File: src/rtl/hls_divider_pkg.sv
// Shared handshake definitions for hand-written HLS-compatible responders:
// FSM encodings and the default datapath width.
package hls_divider_pkg;

  typedef enum logic [1:0] {
    IDLE = 2'd0,
    RUN  = 2'd1,
    DONE = 2'd2
  } hs_state_e;

  localparam int HLS_DEF_WIDTH = 64;

endpackage

File: src/rtl/hls_divider_div_step.sv
// One restoring-division iteration: shift in the next dividend bit, trial
// subtract the divisor, keep the difference only if it did not go negative.
module div_step #(
  parameter int WIDTH = 64
) (
  input  logic [WIDTH-1:0] r,
  input  logic             din,
  input  logic [WIDTH-1:0] dvs,
  output logic [WIDTH-1:0] r_nxt,
  output logic             q_bit
);

  logic [WIDTH:0] sh;
  logic [WIDTH:0] t;

  // The partial remainder is always below the divisor, so the shifted value
  // fits in WIDTH+1 bits and the difference's top bit is a pure sign bit.
  assign sh    = {r, din};
  assign t     = sh - {1'b0, dvs};
  assign q_bit = ~t[WIDTH];
  assign r_nxt = q_bit ? t[WIDTH-1:0] : sh[WIDTH-1:0];

endmodule

File: src/rtl/hls_divider.sv
// Multi-cycle unsigned restoring divider behind the start/done/return
// handshake used by the generated accelerators; one quotient bit per cycle.
module hls_divider
  import hls_divider_pkg::*;
#(
  parameter int WIDTH = HLS_DEF_WIDTH
) (
  input  logic             clock,
  input  logic             reset,
  input  logic             start_port,
  input  logic [WIDTH-1:0] Pd5,
  input  logic [WIDTH-1:0] Pd6,
  output logic             done_port,
  output logic [WIDTH-1:0] return_port,
  output logic [WIDTH-1:0] rem_port
);

  localparam int CW = (WIDTH > 2) ? $clog2(WIDTH) : 1;

  hs_state_e        state;
  logic [WIDTH-1:0] dvd;
  logic [WIDTH-1:0] dvs;
  logic [WIDTH-1:0] r;
  logic [CW-1:0]    cnt;
  logic [WIDTH-1:0] r_nxt;
  logic             q_bit;
  logic [WIDTH-1:0] dvd_nxt;

  div_step #(.WIDTH(WIDTH)) u_step (
    .r     (r),
    .din   (dvd[WIDTH-1]),
    .dvs   (dvs),
    .r_nxt (r_nxt),
    .q_bit (q_bit)
  );

  // Quotient bits enter at the LSB as dividend bits leave the MSB, so after
  // WIDTH steps the dividend register holds the quotient.
  assign dvd_nxt = {dvd[WIDTH-2:0], q_bit};

  always_ff @(posedge clock or negedge reset) begin
    if (!reset) begin
      state       <= IDLE;
      done_port   <= 1'b0;
      return_port <= '0;
      rem_port    <= '0;
      dvd         <= '0;
      dvs         <= '0;
      r           <= '0;
      cnt         <= '0;
    end else begin
      done_port <= 1'b0;
      case (state)
        IDLE, DONE: begin
          if (start_port) begin
            dvd   <= Pd5;
            dvs   <= Pd6;
            r     <= '0;
            cnt   <= CW'(WIDTH - 1);
            state <= RUN;
          end else begin
            state <= IDLE;
          end
        end
        RUN: begin
          r   <= r_nxt;
          dvd <= dvd_nxt;
          if (cnt == '0) begin
            state       <= DONE;
            done_port   <= 1'b1;
            return_port <= dvd_nxt;
            rem_port    <= r_nxt;
          end else begin
            cnt <= cnt - CW'(1);
          end
        end
        default: state <= IDLE;
      endcase
    end
  end

endmodule

File: config.mk
export PLATFORM = sky130hd
export DESIGN_NAME = hls_divider
export DESIGN_NICKNAME = d
export VERILOG_FILES = /design/src/rtl/hls_divider_pkg.sv /design/src/rtl/hls_divider_div_step.sv /design/src/rtl/hls_divider.sv
export SDC_FILE = /design/constraint.sdc
export NUM_CORES = 1
export LEC_CHECK = 0
export CAP_MARGIN = 0
export CELL_PAD_IN_SITES_DETAIL_PLACEMENT = 1
export CELL_PAD_IN_SITES_GLOBAL_PLACEMENT = 1
export CORE_ASPECT_RATIO = 2
export CORE_UTILIZATION = 41
export CTS_CLUSTER_DIAMETER = 200
export DETAILED_ROUTE_END_ITERATION = 10
export GPL_ROUTABILITY_DRIVEN = 0
export GPL_TIMING_DRIVEN = 0
export HOLD_SLACK_MARGIN = 0.1
export PLACE_DENSITY_LB_ADDON = 0.1
export SLEW_MARGIN = 30
export SYNTH_ARGS = -nofsm -noshare
export SYNTH_HDL_FRONTEND = slang
export SYNTH_SLANG_ARGS = --single-unit
File: constraint.sdc
create_clock -name clock -period 3.85 [get_ports clock]
set_clock_uncertainty 0.1 [all_clocks]
set_input_delay 0.5775 -clock clock [delete_from_list [all_inputs] [get_ports clock]]
set_output_delay 0.5775 -clock clock [all_outputs]
set_load 0.05 [all_outputs]
=== After elaboration in Yosys (flattened, before gate mapping) ===
Index checks and enable logic that the tools add are counted.

* Bits in registers: 329
* Word-level logic and storage cells: 37
* Memories kept: 0
* Memory bits (read-only): 0
* Output and inout bits: 129
* Memory bits (writable): 0
* Latch bits: 0
* Input port bits: 131

* Bitwise gates (word level): 1
* Multiplexer cells: 13
* Multipliers: 0
* Shift operators: 0
* Div/mod/pow operators: 0
* Add/sub/neg operators: 2
* Magnitude comparators: 0
* Equal/unequal tests: 5
* Reductions and logical operators: 8

{| class="wikitable"
|+ Operator list
! cell !! count
|-
| $pmux W64 S2 || 2
|-
| $mux W64 || 3
|-
| $sub A65 B64 Y65 || 1
|-
| $mux W6 || 2
|-
| $pmux W6 S2 || 1
|-
| $logic_not A6 Y1 || 1
|-
| $ne A2 B2 Y1 const B || 3
|-
| $reduce_and A2 Y1 || 3
|-
| $sub A6 B1 Y6 const B || 1
|-
| $pmux W2 S2 || 1
|-
| $mux W1 || 3
|-
| $reduce_and A3 Y1 || 1
|-
| $eq A2 B1 Y1 const B || 1
|-
| $eq A2 B2 Y1 const B || 1
|-
| $logic_not A2 Y1 || 1
|-
| $mux W2 || 1
|-
| $reduce_bool A2 Y1 || 1
|-
| $reduce_or A2 Y1 || 1
|-
| $not A1 Y1 || 1
|}

=== Longest topological paths before layout ===
* Depth after elaboration: 4
* Gate-level depth with buffers: 15
* Depth with buffers taken out: 13

=== Modules after synthesis ===
Synthesis repeated with hierarchy kept, for this count alone.

* Cell total of the unflattened synthesis: 1797
* Area total of the unflattened synthesis: 18216.2 µm²

{| class="wikitable"
|+ Modules (own cells, without submodules)
! module !! cells an instance !! sequential area each (µm²) !! instances !! area an instance (µm²)
|-
| hls_divider || 1077 || 8232.9 || 1 || 13035.0
|-
| div_step || 720 || 0.0 || 1 || 5181.2
|}

=== Least setup slack after synthesis ===
Ideal clock, no wire load.

* Path kind: register -> register
* From: register dvs[0]
* To: register r[49]
* Period minus slack after synthesis: 3255 ps
* Arrival time: 3028 ps
* Setup slack: 595 ps
* Setup time: 126 ps
* Cell stages (with the launch flop): 15
* Path buffers: 2
* Data required time: 3624 ps
* Path through: dfrtp_1 -> ha_1 -> fa_1 -> nand2b_1 -> a21oi_2 -> o211ai_2 -> a2111oi_4 -> o2111ai_2 -> a21boi_2 -> nor3_2 -> or2_1 -> buf_2 -> buf_4 -> a32oi_1 -> o21ai_1

* Word-level cells in the longest chain between the ends: 3

{| class="wikitable"
|+ RTL lines
! item !! line !! RTL
|-
| start, declared || hls_divider.sv:22 || <nowiki>logic [WIDTH-1:0] dvs;</nowiki>
|-
| start signal, assigned || hls_divider.sv:57 || <nowiki>dvs <= Pd6;</nowiki>
|-
| $sub A65 B64 Y65 || hls_divider_div_step.sv:19 || <nowiki>assign t = sh - {1'b0, dvs};</nowiki>
|-
| $mux W64 || hls_divider_div_step.sv:21 || <nowiki>assign r_nxt = q_bit ? t[WIDTH-1:0] : sh[WIDTH-1:0];</nowiki>
|-
| $pmux W64 S2 || hls_divider.sv:53 || <nowiki>case (state)</nowiki>
|-
| end signal, assigned || hls_divider.sv:66 || <nowiki>r <= r_nxt;</nowiki>
|-
| end, declared || hls_divider.sv:23 || <nowiki>logic [WIDTH-1:0] r;</nowiki>
|}

No other way between the ends.
A chain may end at the register's enable or synchronous reset.

=== Final worst setup path ===
* From: register r[8]
* To: register rem_port[50]

* Word-level cells in the longest chain between the ends: 2

{| class="wikitable"
|+ RTL lines
! item !! line !! RTL
|-
| $sub A65 B64 Y65 || hls_divider_div_step.sv:19 ||
|-
| $mux W64 || hls_divider_div_step.sv:21 ||
|-
| end signal, assigned || hls_divider.sv:72 || <nowiki>rem_port <= r_nxt;</nowiki>
|-
| end, declared || hls_divider.sv:15 || <nowiki>output logic [WIDTH-1:0] rem_port</nowiki>
|}

No other way between the ends.

==> impl_results.md <==
- P_sw: about 6.3 mW
- Yosys top cell by area: dfrtp_1
- Worst reg2reg path endpoint: rem_port[50]
- Clock tree sinks: approximately 330
- Netlist Area Pre-Place: ~17000 um2
- CTS max path bufs: 3
- Post-DRT Antenna Nets: 0
- Status: finished, final reports clean
- Max VDD drop: around 440 uV
- Initial antenna violation count: 0
- Vias per std cell: 5.529
- Synthesized flop and latch total: roughly 330
- Pint: around 9.0 mW
- Worst hold path depth: 2
- Final setup fails: 0
- Synth Flop Type: dfrtp_1
- Max cap viols: 0
- Number of hold violations in the final report: 0
- IO Pins: 260
- R2R Setup Slk: between 0.07 and 0.08 ns
- Worst Setup End Kind: flop
- Clk_lat worst skew: between 0.5 and 0.6 ns
- Vias in the first global route: around 18k
- CTS tree: yes
- Clock power frac: between 20% and 30%
- # nets final: roughly 2.5k
- Syn_area_per_cell: between 8 and 9 um2
- Worst Path Max Fanout: 7
- First-pass GRT wire length: approximately 100 mm
- Core ar.: roughly 42000 um2
- Gate power share: a little under half
- DP Cell Count: about 2.8k
- Post-Syn Instances: 2010
- Seq/Total Area, Yosys: a little under half
- Vias: 15.87k
- Synth-to-layout area growth: 27.77%
- FMAX: around 260 MHz
- Worst EP arrival: approximately 4.1 ns
- Synth top area share: a little under half
- Grt ovf: 0
- CP Class: flop to flop
- DR iter-0 viols: around 460
- P_leak: 9.959 nW
- Largest net degree at the start of global routing: roughly 80
- CTS Buf Count: 31
- Switching Share: around two fifths
- Startpoint Class: flop
- Rows: roughly 110
- Ant. Diodes: 0
- Horiz. Die Dim: 147.1 um
- Ranking of synthesized cells by area: dfrtp_1 48%, nand2_1 12%, o21ai_0 5.5%
- Synth unique cells: 72
- Synth warn: 0
- Clock Tree Root: clkbuf_16
- Slew Limit Fails: 0
- Routed length per instance: 21.73 um
- Worst endpoint required time: about 4.2 ns
- R2R depth: 11
- RSZ-0062 raised after global routing: true
- Post-DP HPWL: 48.42 mm
- Relative slew slack: between 30% and 40%
- Crit. Startpoint: r[8]
- Routed WL: 62.37 mm
- Worst hold slack: about 0.38 ns
- Hold Path Class: flop to flop
- Period minus WS final: between 3 and 4 ns
- H-Tree Depth: 1
- Slew @ Worst Pin: slightly above 1 ns
- I/O Buffers: between 200 and 300
- Hold EP: return_port[44]
- Post-Place Cell Area: about 21000 um2
- Design Area, Final: roughly 22000 um2
- Global Route Usage Sum: 29.24%
- Cell Pwr Density: 693.8 nW/um2
- Share of cells above drive strength 1: 5.794%
- Reg power frac: roughly 31%
- Asr flop ratio synth: 100.0%
- Syn nets: 2208
- DIE AREA: approximately 43000 um2
- Final period util: between 90% and 100%
- Fin cells: 2870
- CTS clk-pin slew, worst paths: roughly 0.07 ns
- DRC viols: 0
- Post-synth EDFFs: 0
- Worst Hold Launch: return_port[44]
- Reg2Reg Launch Point: r[8]
- First-pass DRT Iterations: 4
- Die H: 292.2 um
- Initial core utilization: approximately two fifths
-- sequential cells by signal (all words and copies together), names as in the netlist --
register     flops
state            2
rem_port        64
cnt              6
r               64
dvd             64
return_port     64
done_port        1
dvs             64
-- metrics by stage --
stage | power [mW] | util [%] | setup WS, ns | setup TNS, ns
after floorplan | 9.225 | - | 0.5953 | 0
after global placement | 11.00 | 49.31 | -12.53 | -4107.93
after detailed placement | 11.29 | 49.59 | -0.4030 | -6.169
after CTS | 14.98 | 52.55 | 0.02313 | 0
after global routing | 16.19 | 52.97 | -0.07698 | -0.1462
final | 15.31 | 52.97 | 0.07236 | 0
-- Yosys cell counts, types with 5 or more instances --
master,count
nor2_1,117
a21boi_0,7
a22o_1,5
xnor2_1,36
nor2b_1,11
a21o_1,28
nand2_1,553
inv_1,84
or2_2,6
and2_1,6
buf_2,11
o31ai_1,7
mux2i_1,49
a21oi_1,94
nor3_1,15
and3_1,11
ha_1,66
buf_1,5
a31oi_1,73
o21a_1,13
buf_4,6
o21bai_1,16
o21ai_1,17
nand3_1,24
nand2b_1,7
o21ai_0,190
xor2_1,22
dfrtp_1,329
o211ai_1,5
nor4_1,6
clkbuf_1,100
nand4_1,27
-- worst max-delay path, cell delays in order, from the launching register on --
cell and delay (ns):
dfrtp_1 0.44, ha_1 0.40, a21oi_1 0.26, o21ai_0 0.20
a21oi_1 0.39, a311oi_4 0.25, o31ai_1 0.47, and3_1 0.42
o21ai_0 0.17, xor2_1 0.16, mux2i_1 0.25, o21ai_0 0.14
-- layout by cell type (no fill, tap or decap), types with 16 or more instances in the layout --
cell type        instances
ha_1                    66
clkbuf_1               100
xor2_1                  22
clkbuf_16               31
a31oi_1                 72
xnor2_1                 36
mux2i_1                 34
a21oi_1                 92
o21bai_1                16
a21o_1                  28
nand2_1                552
clkdlybuf4s50_1        258
nand3_1                 24
o21ai_0                188
o21ai_1                 19
nand4_1                 27
inv_1                   84
nor2_1                 116
dfrtp_1                329
-- kinds of logic (layout without fill, tap and decap cells) --
logic type               count (synthesis)  count (layout)  synth area share [%]
AND/OR/NAND/NOR                        795             795                 19.04
adder cells (fa/ha/maj)                 67              67                 4.899
multiplexers                            55              55                 3.232
XOR/XNOR                                58              58                 2.942
AO/OA/AOI/OAI                          499             499                 17.49
flip-flops                             329             329                 47.68
buffers and inverters                  207             527                 4.710
-- final cells by class --
type                    instances  area (um2)
fillers                      4967       19580
multi-input cells            1474        8446
well taps                     540       675.6
repair buffers                267        2753
inverters                      85       319.1
clock buffers                  41       833.3
flip-flops and latches        329        8233
clock inverters                16       279.0
plain buffers                 118       523.0
-- how the worst max path moves through the flow --
| stage | endpoint | slack (ns) | cells past startpoint |
|---|---|---|---|
| 2_1_floorplan | r[49] | 0.60 | 14 |
| 3_3_place_gp | return_port[44] | -12.53 | 1 |
| 3_5_place_dp | r[62] | -0.40 | 13 |
| 4_1_cts | r[56] | 0.02 | 15 |
| 5_1_grt | rem_port[50] | -0.08 | 11 |
| 6_report | rem_port[50] | 0.07 | 11 |
-- metal layers --
metal,part of all wire [%],GRT usage [%]
met5,0,0
met4,6.7,18.51
met3,4.5,5.062
met2,56,57.74
met1,33,26.74
-- what timing repair did --
item,4_1_cts,5_1_grt
setup buffers,2,1
cloned,0,0
resized for setup,18,37
hold endpoints to repair,49,0
pin swaps,2,1
setup endpoints to repair,116,126
hold buffers,1,0
-- power by group through the flow --
stage	Clock [mW]	Combinational [mW]	Sequential (mW)
finish	3.46	7.08	4.77
global route	3.62	7.72	4.84
CTS	3.51	6.72	4.74
detailed placement	0	6.50	4.79
global placement	0	6.24	4.76
floorplan	0	4.64	4.58
No activity file was read; power rests on OpenSTA's default activity.
